`src/rtl/exec_pkg.sv`:
```
// Shared types for the ALU execute stage: operation codes, ALU commands
// and the control payloads carried by the EX and RES pipeline registers.
package exec_pkg;

    localparam int unsigned OP_W  = 3;
    localparam int unsigned CMD_W = 2;
    localparam int unsigned REG_W = 5;

    typedef enum logic [OP_W-1:0] {
        ADD = 3'b000,
        SUB = 3'b001,
        AND = 3'b010,
        OR  = 3'b011,
        XOR = 3'b100
    } exec_op_t;

    localparam logic [CMD_W-1:0] ALU_ADD = 2'b00;
    localparam logic [CMD_W-1:0] ALU_AND = 2'b01;
    localparam logic [CMD_W-1:0] ALU_OR  = 2'b10;
    localparam logic [CMD_W-1:0] ALU_XOR = 2'b11;

    // Operand data lives beside these structs so XLEN can stay a module parameter.
    typedef struct packed {
        exec_op_t         op;
        logic [REG_W-1:0] rd;
        logic             we;
        logic             valid;
    } ex_ctrl_t;

    typedef struct packed {
        logic [REG_W-1:0] rd;
        logic             we;
        logic             valid;
    } res_ctrl_t;

endpackage

```
`src/rtl/operand_fwd.sv`:
```
// Single-source forwarding mux: EX result beats RES data beats register file;
// x0 is never forwarded.
module operand_fwd
    import exec_pkg::*;
#(
    parameter int unsigned XLEN = 32
) (
    input  logic [REG_W-1:0] src_i,
    input  logic [XLEN-1:0]  rf_data_i,
    input  logic             ex_valid_i,
    input  logic             ex_we_i,
    input  logic [REG_W-1:0] ex_rd_i,
    input  logic [XLEN-1:0]  ex_data_i,
    input  logic             res_valid_i,
    input  logic             res_we_i,
    input  logic [REG_W-1:0] res_rd_i,
    input  logic [XLEN-1:0]  res_data_i,
    output logic [XLEN-1:0]  fwd_data_c
);

    logic src_nz;
    logic ex_hit;
    logic res_hit;

    always_comb begin
        src_nz  = (src_i != '0);
        ex_hit  = ex_valid_i && ex_we_i && (ex_rd_i == src_i) && src_nz;
        res_hit = res_valid_i && res_we_i && (res_rd_i == src_i) && src_nz;
        fwd_data_c = rf_data_i;
        if (ex_hit) begin
            fwd_data_c = ex_data_i;
        end else if (res_hit) begin
            fwd_data_c = res_data_i;
        end
    end

endmodule

```
`src/rtl/alu_exec_stage.sv`:
```
// Execute-stage controller: EX register with operand forwarding feeding an
// external ALU, and a RES register handing results to writeback.
module alu_exec_stage
    import exec_pkg::*;
#(
    parameter int unsigned XLEN = 32
) (
    input  logic              clk_i,
    input  logic              rst_i,
    input  logic              flush_i,
    input  logic              in_valid_i,
    output logic              in_ready_o,
    input  logic [OP_W-1:0]   in_op_i,
    input  logic [REG_W-1:0]  in_rs1_addr_i,
    input  logic [REG_W-1:0]  in_rs2_addr_i,
    input  logic [XLEN-1:0]   in_rs1_data_i,
    input  logic [XLEN-1:0]   in_rs2_data_i,
    input  logic [REG_W-1:0]  in_rd_i,
    input  logic              in_we_i,
    output logic [XLEN-1:0]   alu_rs1_o,
    output logic [XLEN-1:0]   alu_rs2_o,
    output logic              alu_cin_o,
    output logic [CMD_W-1:0]  alu_cmd_o,
    input  logic [XLEN-1:0]   alu_out_i,
    output logic              wb_valid_o,
    input  logic              wb_ready_i,
    output logic [REG_W-1:0]  wb_rd_o,
    output logic              wb_we_o,
    output logic [XLEN-1:0]   wb_data_o
);

    ex_ctrl_t        ex_ctrl_q,  ex_ctrl_d;
    logic [XLEN-1:0] ex_rs1_q,   ex_rs1_d;
    logic [XLEN-1:0] ex_rs2_q,   ex_rs2_d;
    res_ctrl_t       res_ctrl_q, res_ctrl_d;
    logic [XLEN-1:0] res_data_q, res_data_d;

    logic [XLEN-1:0] fwd_rs1;
    logic [XLEN-1:0] fwd_rs2;
    logic            res_load;
    logic            ex_adv;
    logic            res_upd;
    logic            accept;

    // No skid buffer: in_ready_o sees wb_ready_i through res_load.
    always_comb begin
        res_load   = !res_ctrl_q.valid || wb_ready_i;
        ex_adv     = ex_ctrl_q.valid && res_load;
        res_upd    = ex_adv && !flush_i;
        in_ready_o = !flush_i && (!ex_ctrl_q.valid || ex_adv);
        accept     = in_valid_i && in_ready_o;
    end

    operand_fwd #(.XLEN(XLEN)) u_fwd_rs1 (
        .src_i       (in_rs1_addr_i),
        .rf_data_i   (in_rs1_data_i),
        .ex_valid_i  (ex_ctrl_q.valid),
        .ex_we_i     (ex_ctrl_q.we),
        .ex_rd_i     (ex_ctrl_q.rd),
        .ex_data_i   (alu_out_i),
        .res_valid_i (res_ctrl_q.valid),
        .res_we_i    (res_ctrl_q.we),
        .res_rd_i    (res_ctrl_q.rd),
        .res_data_i  (res_data_q),
        .fwd_data_c  (fwd_rs1)
    );

    operand_fwd #(.XLEN(XLEN)) u_fwd_rs2 (
        .src_i       (in_rs2_addr_i),
        .rf_data_i   (in_rs2_data_i),
        .ex_valid_i  (ex_ctrl_q.valid),
        .ex_we_i     (ex_ctrl_q.we),
        .ex_rd_i     (ex_ctrl_q.rd),
        .ex_data_i   (alu_out_i),
        .res_valid_i (res_ctrl_q.valid),
        .res_we_i    (res_ctrl_q.we),
        .res_rd_i    (res_ctrl_q.rd),
        .res_data_i  (res_data_q),
        .fwd_data_c  (fwd_rs2)
    );

    // Pipeline next state; flush wins over accept, advance and consume.
    always_comb begin
        ex_ctrl_d  = ex_ctrl_q;
        ex_rs1_d   = ex_rs1_q;
        ex_rs2_d   = ex_rs2_q;
        res_ctrl_d = res_ctrl_q;
        res_data_d = res_data_q;

        if (accept) begin
            ex_ctrl_d.op    = exec_op_t'(in_op_i);
            ex_ctrl_d.rd    = in_rd_i;
            ex_ctrl_d.we    = in_we_i;
            ex_ctrl_d.valid = 1'b1;
            ex_rs1_d        = fwd_rs1;
            ex_rs2_d        = fwd_rs2;
        end else if (ex_adv) begin
            ex_ctrl_d.valid = 1'b0;
        end

        if (res_upd) begin
            res_data_d       = alu_out_i;
            res_ctrl_d.rd    = ex_ctrl_q.rd;
            res_ctrl_d.we    = ex_ctrl_q.we;
            res_ctrl_d.valid = 1'b1;
        end else if (res_ctrl_q.valid && wb_ready_i) begin
            res_ctrl_d.valid = 1'b0;
        end

        if (flush_i) begin
            ex_ctrl_d.valid  = 1'b0;
            res_ctrl_d.valid = 1'b0;
        end
    end

    always_ff @(posedge clk_i) begin
        if (rst_i) begin
            ex_ctrl_q  <= '0;
            ex_rs1_q   <= '0;
            ex_rs2_q   <= '0;
            res_ctrl_q <= '0;
            res_data_q <= '0;
        end else begin
            ex_ctrl_q  <= ex_ctrl_d;
            ex_rs1_q   <= ex_rs1_d;
            ex_rs2_q   <= ex_rs2_d;
            res_ctrl_q <= res_ctrl_d;
            res_data_q <= res_data_d;
        end
    end

    // SUB is rs1 + ~rs2 + 1 on the adder; undefined op codes fall back to ADD.
    always_comb begin
        alu_rs1_o = ex_rs1_q;
        alu_rs2_o = ex_rs2_q;
        alu_cin_o = 1'b0;
        alu_cmd_o = ALU_ADD;
        case (ex_ctrl_q.op)
            SUB: begin
                alu_rs2_o = ~ex_rs2_q;
                alu_cin_o = 1'b1;
            end
            AND:     alu_cmd_o = ALU_AND;
            OR:      alu_cmd_o = ALU_OR;
            XOR:     alu_cmd_o = ALU_XOR;
            default: alu_cmd_o = ALU_ADD;
        endcase
    end

    assign wb_valid_o = res_ctrl_q.valid;
    assign wb_rd_o    = res_ctrl_q.rd;
    assign wb_we_o    = res_ctrl_q.we;
    assign wb_data_o  = res_data_q;

endmodule

```
`config.mk`:
```
export PLATFORM = sky130hd
export DESIGN_NAME = alu_exec_stage
export DESIGN_NICKNAME = d
export VERILOG_FILES = /design/src/rtl/exec_pkg.sv /design/src/rtl/operand_fwd.sv /design/src/rtl/alu_exec_stage.sv
export SDC_FILE = /design/constraint.sdc
export NUM_CORES = 1
export LEC_CHECK = 0
export ABC_CLOCK_PERIOD_IN_PS = 1850
export CELL_PAD_IN_SITES_DETAIL_PLACEMENT = 0
export CELL_PAD_IN_SITES_GLOBAL_PLACEMENT = 1
export CORE_ASPECT_RATIO = 0.6
export CORE_MARGIN = 2
export CORE_UTILIZATION = 30
export CTS_CLUSTER_SIZE = 20
export DETAILED_ROUTE_END_ITERATION = 6
export PLACE_DENSITY_LB_ADDON = 0.1
export SLEW_MARGIN = 20
export SYNTH_ARGS = -nofsm -noshare
export SYNTH_HDL_FRONTEND = slang
export SYNTH_SLANG_ARGS = --single-unit
```
`constraint.sdc`:
```
create_clock -name clk_i -period 1.85 [get_ports clk_i]
set_clock_uncertainty 0.15 [all_clocks]
set_input_delay 0.2775 -clock clk_i [delete_from_list [all_inputs] [get_ports clk_i]]
set_output_delay 0.2775 -clock clk_i [all_outputs]
set_load 0.03 [all_outputs]
```
==> results.md <==
- Vias: 7071
- Count of input and output buffers: between 200 and 250
- Peak VDD IR: between 0.6 and 0.7 mV
- Slew Viols, Final: 0
- Synthesized area per cell: approximately 8.6 µm²
- Mapped cell area: between 6000 and 7000 µm²
- Drt first pass iters: 5
- GRT Overall Usage: approximately 28%
- Register area: 2290 µm²
- Outcome: finished, violations left
- Sw Ratio: 27.4%
- Total Routed Length: 31500 µm
- Final hold violation count: 0
- Max Clk Rate: ~470 MHz
- Syn Inst Count: around 730
- Finished Layout Cells: ~1300
- EDFF count, synth: 0
- Filler cells: between 1500 and 2000
- Int Power: 5.52 mW
- Least-Margin Pin Slew: about 0.39 ns
- Clock Tree Root: clkbuf_16
- CTS Buf Count: 17
- Placed cells: 1239
- DP HPWL: ~19000 µm
- Synth area leaders: dfxtp_1 36%, o32ai_2 7.7%, a21boi_0 7.6%, a211oi_2 6.3%, xnor2_1 5.7%
- Total power: about 7.6 mW
- Failing checks: setup timing
- Synth Flop Type: dfxtp_1
- CP peak stage delay: roughly 0.35 ns
- Top-area cell type share of the netlist area: a little over a third
- Vias per inst: between 5 and 6
- Kind of critical path: reg2out
- Multi-input combinational cell area: ~4400 µm²
- Period utilization: 115%
- Hold crit path type: in2reg
- Cell type with the highest aggregate area in the netlist: dfxtp_1
- Final Worst Setup Slack: -0.279 ns
- Most frequent CP cell: buf_6
- Unique masters post-synth: 32
- Worst EP arrival: around 1.7 ns
- Critical path, cell by cell: nor3b_4 > buf_6 > buf_16 > xnor2_2 > buf_6
- Global-route wire length before repair: 44900 µm
- Clock power share: between 40% and 50%
- Final setup viols: 97
- Clk_lat worst skew: ~0.42 ns
- Final GP Congestion: 0.827
- DRT iter0 DRCs: between 500 and 600
- Final nets: around 1200
- ANT cells: 0
- Die W: around 190 µm
- Sw Pwr: ~2.1 mW
- RSZ-0062 raised after global routing: yes
- I/O pin cnt: roughly 230
- Max stage delay cell, worst path: dfxtp_4
- Core Box Area: roughly 21000 µm²
- Leak Pwr: between 4 and 5 nW
- H-Tree Depth: 4
- CTS tree: done
- Count leader, synth: dfxtp_1
- Post-Syn Nets: between 800 and 900
- Area delta synth->final: 87.5%
- Die height: 117 µm
- Worst relative slew slack: 74.4%
- Final min period: approximately 2.1 ns
- Antenna-violating nets left: 0
- Synth Register Bits: approximately 110
- Clock-pin slew on the worst setup and hold paths: 0.06 ns
- DRC: 0
- Largest net degree at the start of global routing: 33
- Synth Warn #: 0
- Max Cap Viol: 0
- Num rows: a little over 40
- Ys async rst share: 0%
- Initial Util: a little under a third
- Vias in the first global route: ~7100
- Seq/Total Area, Yosys: 35.7%
- Startpoint types: register
- Most instantiated cells after synthesis: 113 x dfxtp_1, 89 x nand2_1, 71 x nor2_1
- Fraction of layout cells with a size suffix above 1: 38.4%
- Reg power frac: 34.0%
- Routed WL per cell: approximately 24 µm
- Total gr overflow: 0
- P per Cell Area: 641 nW/µm²
- CTS Buffer Depth: 2
- Clock sinks: 113
- Worst-path maximum fanout: 8
- Die area: roughly 22000 µm²
- Combinational Power Share: 22.5%
- Worst EP required: approximately 1.4 ns
- CP Capture Type: primary output
- Initial antenna violation count: 1
[metal layers]
layer / share of wire, % / vias up / wire (µm) / global-route usage, %
met5: 0.041 / - / 13 / 0
met4: 1.0 / 2 / 327 / 6.72
met3: 8.1 / 34 / 2540 / 7.09
met2: 43 / 336 / 13600 / 41.3
met1: 48 / 3523 / 15000 / 39.6
li1: - / 3176 / - / -
[state kept, by name (all words and copies together), names as in the netlist]
register	flops
alu_rs1_o	32
wb_data_o	32
ex_ctrl_q	10
wb_we_o	1
wb_rd_o	5
wb_valid_o	1
ex_rs2_q	32
[cells in the final DEF, fill, tap and decap left out, types with 3 or more instances in the layout]
cell               n
a21boi_0          14
dlygate4sd2_1     80
buf_12            38
dfxtp_4            7
nor3_1             3
clkdlybuf4s50_1  109
xor2_1             7
nand3_1            9
xor2_2             3
a21boi_4           4
dfxtp_2            5
nand2_1           89
a21boi_2          42
clkbuf_8           5
nor2_1            69
clkbuf_16         22
buf_6             40
dfxtp_1          101
buf_4             56
a211oi_4           5
buf_8              5
o32ai_2           35
a21boi_1           4
a21oi_1           48
o32ai_1           29
inv_1             64
xnor2_4            8
a211oi_2          61
or2_4              3
xnor2_2           25
xnor2_1            8
buf_16            13
[path summary, 6_finish.rpt]
path	cells past startpoint	to	slack (ns)	from
min reg2reg	2	alu_rs1_o[19]	0.33	alu_rs1_o[19]
max reg2reg	8	alu_rs1_o[0]	-0.19	wb_rd_o[1]
max	5	alu_rs2_o[27]	-0.28	ex_ctrl_q[8]
min	3	ex_ctrl_q[8]	0.27	in_op_i[1]
[power groups by stage]
stage	Sequential [mW]	Combinational [mW]	Clock, mW
finish	2.59	1.71	3.31
global route	2.60	1.80	3.46
CTS	2.59	1.62	3.34
detailed placement	2.64	1.43	0
global placement	2.64	1.41	0
floorplan	2.73	0.598	0
[metrics by stage]
| stage | setup TNS, ns | hold WS, ns | instance area, µm² | utilization (%) | setup WS [ns] |
|---|---|---|---|---|---|
| floorplan | -0.396 | 0.199 | 6380 | - | -0.0129 |
| global placement | -53.07 | 0.308 | 9330 | 44.8 | -0.937 |
| detailed placement | -52.81 | 0.317 | 9360 | 44.9 | -0.902 |
| CTS | -14.15 | 0.251 | 11400 | 54.7 | -0.277 |
| global route | -22.27 | 0.261 | 11900 | 57.0 | -0.348 |
| finish | -16.09 | 0.268 | 11900 | 57.0 | -0.279 |
[final cells by class]
| cell class | instances | area share, % |
|---|---|---|
| multi-input cells | 488 | 36.9 |
| flip-flops and latches | 113 | 19.3 |
| clock inverters | 5 | 0.643 |
| inverters | 64 | 2.02 |
| well taps | 279 | 2.94 |
| repair buffers | 349 | 33.9 |
| clock buffers | 24 | 4.23 |
[logic make-up after synthesis]
group                  after synthesis  share of synthesized area [%]
AO/OA/AOI/OAI                      246                           34.7
AND/OR/NAND/NOR                    189                           12.9
buffers and inverters              133                           9.39
XOR/XNOR                            53                           7.33
flip-flops                         113                           35.7
[timing repair]
action | CTS | global route
setup buffers | 33 | 6
gates cloned | 17 | 5
resized for setup | 307 | 74
pin swaps | 89 | 53
hold buffers | 0 | 0
setup endpoints to repair | 171 | 99
[critical path, delay by kind of cell (launching register included)]
family / cells / cell delay (ns)
buf+inv: 3 / 0.54
flops: 1 / 0.35
simple gates: 1 / 0.24
xor+xnor: 1 / 0.14
Note: power is estimated with default switching activity, not from simulation.
==> RTL change 1, RTL diff (same flow settings) <==
`REG_W`: 5 -> 6.
--- a/src/rtl/exec_pkg.sv
+++ b/src/rtl/exec_pkg.sv
@@ -5,5 +5,5 @@
     localparam int unsigned OP_W  = 3;
     localparam int unsigned CMD_W = 2;
-    localparam int unsigned REG_W = 5;
+    localparam int unsigned REG_W = 6;
 
     typedef enum logic [OP_W-1:0] {
Interface: changed (resized in_rd_i, in_rs1_addr_i, in_rs2_addr_i and wb_rd_o); port bits go from 227 to 231. No check against the original RTL was run, so the function may have changed too.
==> RTL change 1 against the original RTL <==
  * The run still ends with setup timing left
  * First-iteration DRC count shrank 17%
  * Worst hold slack worse by 0.042 ns
  * Synthesized area is 3.7% lower
  * Power increased by 0.99%
  * Sequential cell count rose by 2
  * Design area shrank 5.0%
  * Wire length is 15% lower
  * Setup slack lost 0.17 ns
  * Highest routed layer unchanged
==> RTL change 1: results <==
export IMPL_setup_slack_ns=-0.447
export IMPL_num_vias=6882
export IMPL_grt_use_met3_pct=6.53
export IMPL_setup_viol=98
export IMPL_cp_top_family="simple AND/OR/NAND/NOR gates"
export IMPL_worstSetupStartpoint="wb_valid_o"
export IMPL_wl_per_cell_microns=20.1
export IMPL_violations="setup timing"
export IMPL_grt_use_met1_pct=34.9
export IMPL_status="finished, violations left"
export IMPL_synthTopCellsByArea="dfxtp_1 38%, nand2_1 8.9%, o21ai_0 7.8%"
export IMPL_sw_frac_of_total_pct=27.0
export IMPL_postPlaceCellArea_sq_um=9800
export IMPL_critPathMaxFanout=15
export IMPL_drive_gt1_share_pct=28.3
export IMPL_worstPathArrival_ns=2.45
export IMPL_grt_max_degree=38
export IMPL_dr_wl_met2_microns=11500
export IMPL_antenna_found_initial=2
export IMPL_wl_met1_microns=12700
export IMPL_grt_util_met2_pct=38.0
export IMPL_die_area_sq_um=21500
export IMPL_cp_slowest_cell="or4_4"
export IMPL_worst_pin_slew_ns=0.439
export IMPL_drtIter0Drc=454
export IMPL_path_class="flop to flop"
[RTL change 1: changes by cell type after synthesis, sizes merged, moves of 34 or more]
cell,delta
o32ai,-64
a21boi,-64
a211oi,-34
o21ai,+128
nand2,+56
nor2,-53
[RTL change 1: what timing repair did]
action,CTS,global route
gates resized for setup,182,57
pin swaps,26,38
endpoints found under the setup margin,172,99
setup buffers,20,8
cloned,5,1
[RTL change 1: layout make-up]
class,instances,area (sq um)
sequential,115,2330
inverter,33,124
antenna,1,2.50
fill,1783,8700
clock buffer,24,502
timing repair buffer,332,3540
multi-input combinational,555,4330
tap,273,342
clock inverter,5,100
[RTL change 1: cells by family after synthesis]
| group | synth area share, % |
|---|---|
| multiplexers | 1.64 |
| XOR/XNOR | 8.19 |
| AO/OA/AOI/OAI | 29.1 |
| flip-flops | 37.8 |
| buffers and inverters | 7.21 |
| AND/OR/NAND/NOR | 16.1 |
[RTL change 1: power groups by stage]
stage               Sequential, mW  Combinational, mW  Clock [mW]
floorplan                     2.80              0.588           0
global placement              2.72               1.42           0
detailed placement            2.73               1.43           0
CTS                           2.67               1.50        3.49
global route                  2.69               1.63        3.61
finish                        2.67               1.54        3.47
[RTL change 1: per-stage QoR]
| stage | utilization (%) | hold WS [ns] | worst slack [ns] | power, mW | cells |
|---|---|---|---|---|---|
| 6_report | 56.4 | 0.226 | -0.447 | 7.68 | 1338 |
| 4_1_cts | 55.0 | 0.213 | -0.426 | 7.67 | 1337 |
| 2_1_floorplan | - | 0.197 | -0.414 | 3.39 | 769 |
| 5_1_grt | 56.4 | 0.237 | -0.491 | 7.93 | 1337 |
| 3_5_place_dp | 49.1 | 0.292 | -0.960 | 4.15 | 1285 |
| 3_3_place_gp | 49.1 | 0.291 | -0.987 | 4.14 | 1285 |
==> RTL change 2, RTL diff (same settings) <==
Made on the original files. Make the reset (`rst_i`) asynchronous in one clocked block.
--- a/src/rtl/alu_exec_stage.sv
+++ b/src/rtl/alu_exec_stage.sv
@@ -114,5 +114,5 @@
     end
 
-    always_ff @(posedge clk_i) begin
+    always_ff @(posedge clk_i or posedge rst_i) begin
         if (rst_i) begin
             ex_ctrl_q  <= '0;
Check against the original RTL: differs if rst_i is asserted again (counterexample within 4 cycles, from zero or initial values and one cycle with rst_i high); with rst_i held inactive, the same outputs for 10 cycles.
==> RTL change 2 against the original RTL <==
  * Setup slack worse by 0.22 ns
  * Highest routed layer unchanged
  * Utilization up 2.8 points
  * Design area up 1.1%
  * Sequential cell count unchanged
  * Register-to-register slack worse by 0.29 ns
  * The flow still finishes with violations (setup timing)
  * Synthesized area down 2.9%
  * Wire length down 8.1%
Power is not compared: it rests on default switching activity, and its combinational part moved more than twofold at a synthesized area within 25%.
==> RTL change 2: results <==
export IMPL_syn_inst=648
export IMPL_wl_met1_microns=13600
export IMPL_synth_nets=768
export IMPL_fin_hold_ws_ns=0.132
export IMPL_grt_use_met1_pct=36.9
export IMPL_setup_slack_ns=-0.497
export IMPL_max_stage_delay_ns=0.42
export IMPL_reg2regPathDepth=6
export IMPL_postPlaceCellArea_sq_um=10100
export IMPL_cts_resized_gates=195
export IMPL_hpwl_microns=17400
export IMPL_setup_viol=105
export IMPL_first_pass_iters=5
export IMPL_synthTopCellsByArea="dfrtp_1 46%, a221oi_1 9.1%, mux2_2 7.0%"
export IMPL_grt_pass1_vias=6724
export IMPL_seq_area_frac_synth_pct=46.0
export IMPL_place_congestion=0.894
export IMPL_antenna_found_initial=2
export IMPL_clk_latency_ns=0.42
export IMPL_cts_buffers=17
export IMPL_cts_buffer_depth=2
export IMPL_drive_gt1_share_pct=40.8
export IMPL_synthTopCellsByCount="113 x dfrtp_1, 95 x nand2_1, 74 x o21ai_1, 66 x and2_1, 64 x a221oi_1"
export IMPL_leakage_nw=5.02
export IMPL_r2r_end="ex_rs2_q[2]"
export IMPL_totalWireLength_microns=28900
export IMPL_tns_ns=-39.68
export IMPL_ys_types=29
export IMPL_root_buffer="clkbuf_16"
export IMPL_place_ws_ns=-0.918
export IMPL_critPathMaxFanout=8
export IMPL_cp_slowest_cell="dfrtp_1"
export IMPL_grt_first_pass_wirelength_microns=42000
export IMPL_num_vias=6534
export IMPL_n_fill_cell=1705
export IMPL_wl_met3_microns=2170
export IMPL_place_inst=1162
export IMPL_grt_util_met2_pct=38.8
export IMPL_cts_setup_buffers=12
export IMPL_min_delay_path_class="primary input to asynchronous set/reset pin"
export IMPL_viasPerCell=5.33
export IMPL_grt_use_met3_pct=7.45
export IMPL_relSlewSlack_pct=60.2
export IMPL_worstSetupStartpoint="ex_ctrl_q[8]"
export IMPL_r2r_slack_ns=-0.48
export IMPL_async_flop_share_pct=100
export IMPL_worstPathArrival_ns=1.92
export IMPL_violations="setup timing"
export IMPL_cp_endpoint="alu_rs2_o[20]"
export IMPL_dr_wl_met2_microns=12600
export IMPL_fin_nets=1061
export IMPL_grt_max_degree=43
export IMPL_track_usage_pct=25.9
export IMPL_status="finished, violations left"
export IMPL_r2r_start="ex_ctrl_q[5]"
export IMPL_drtIter0Drc=418
[RTL change 2: where the power goes]
group	leakage, nW	internal, mW	switching (mW)	total (mW)
clock	0.280	2.07	1.27	3.33
sequential	1.37	2.88	0.437	3.31
combinational	3.36	2.02	2.24	4.26
total	5.02	6.96	3.95	10.9
[RTL change 2: cell type report]
type / count / area [sq um] / area share [%]
clock buffer: 20 / 467 / 3.89
timing repair buffer: 330 / 3850 / 32.1
sequential: 113 / 2840 / 23.6
multi-input combinational: 474 / 4370 / 36.4
clock inverter: 10 / 111 / 0.928
tap: 273 / 342 / 2.85
antenna: 1 / 2.50 / 0.0209
inverter: 5 / 22.5 / 0.188
[RTL change 2: cells by family after synthesis]
family / synth area share (%)
mux: 7.13
flops: 46.0
simple gates: 15.3
xor+xnor: 6.98
buf+inv: 4.34
compound gates: 20.3
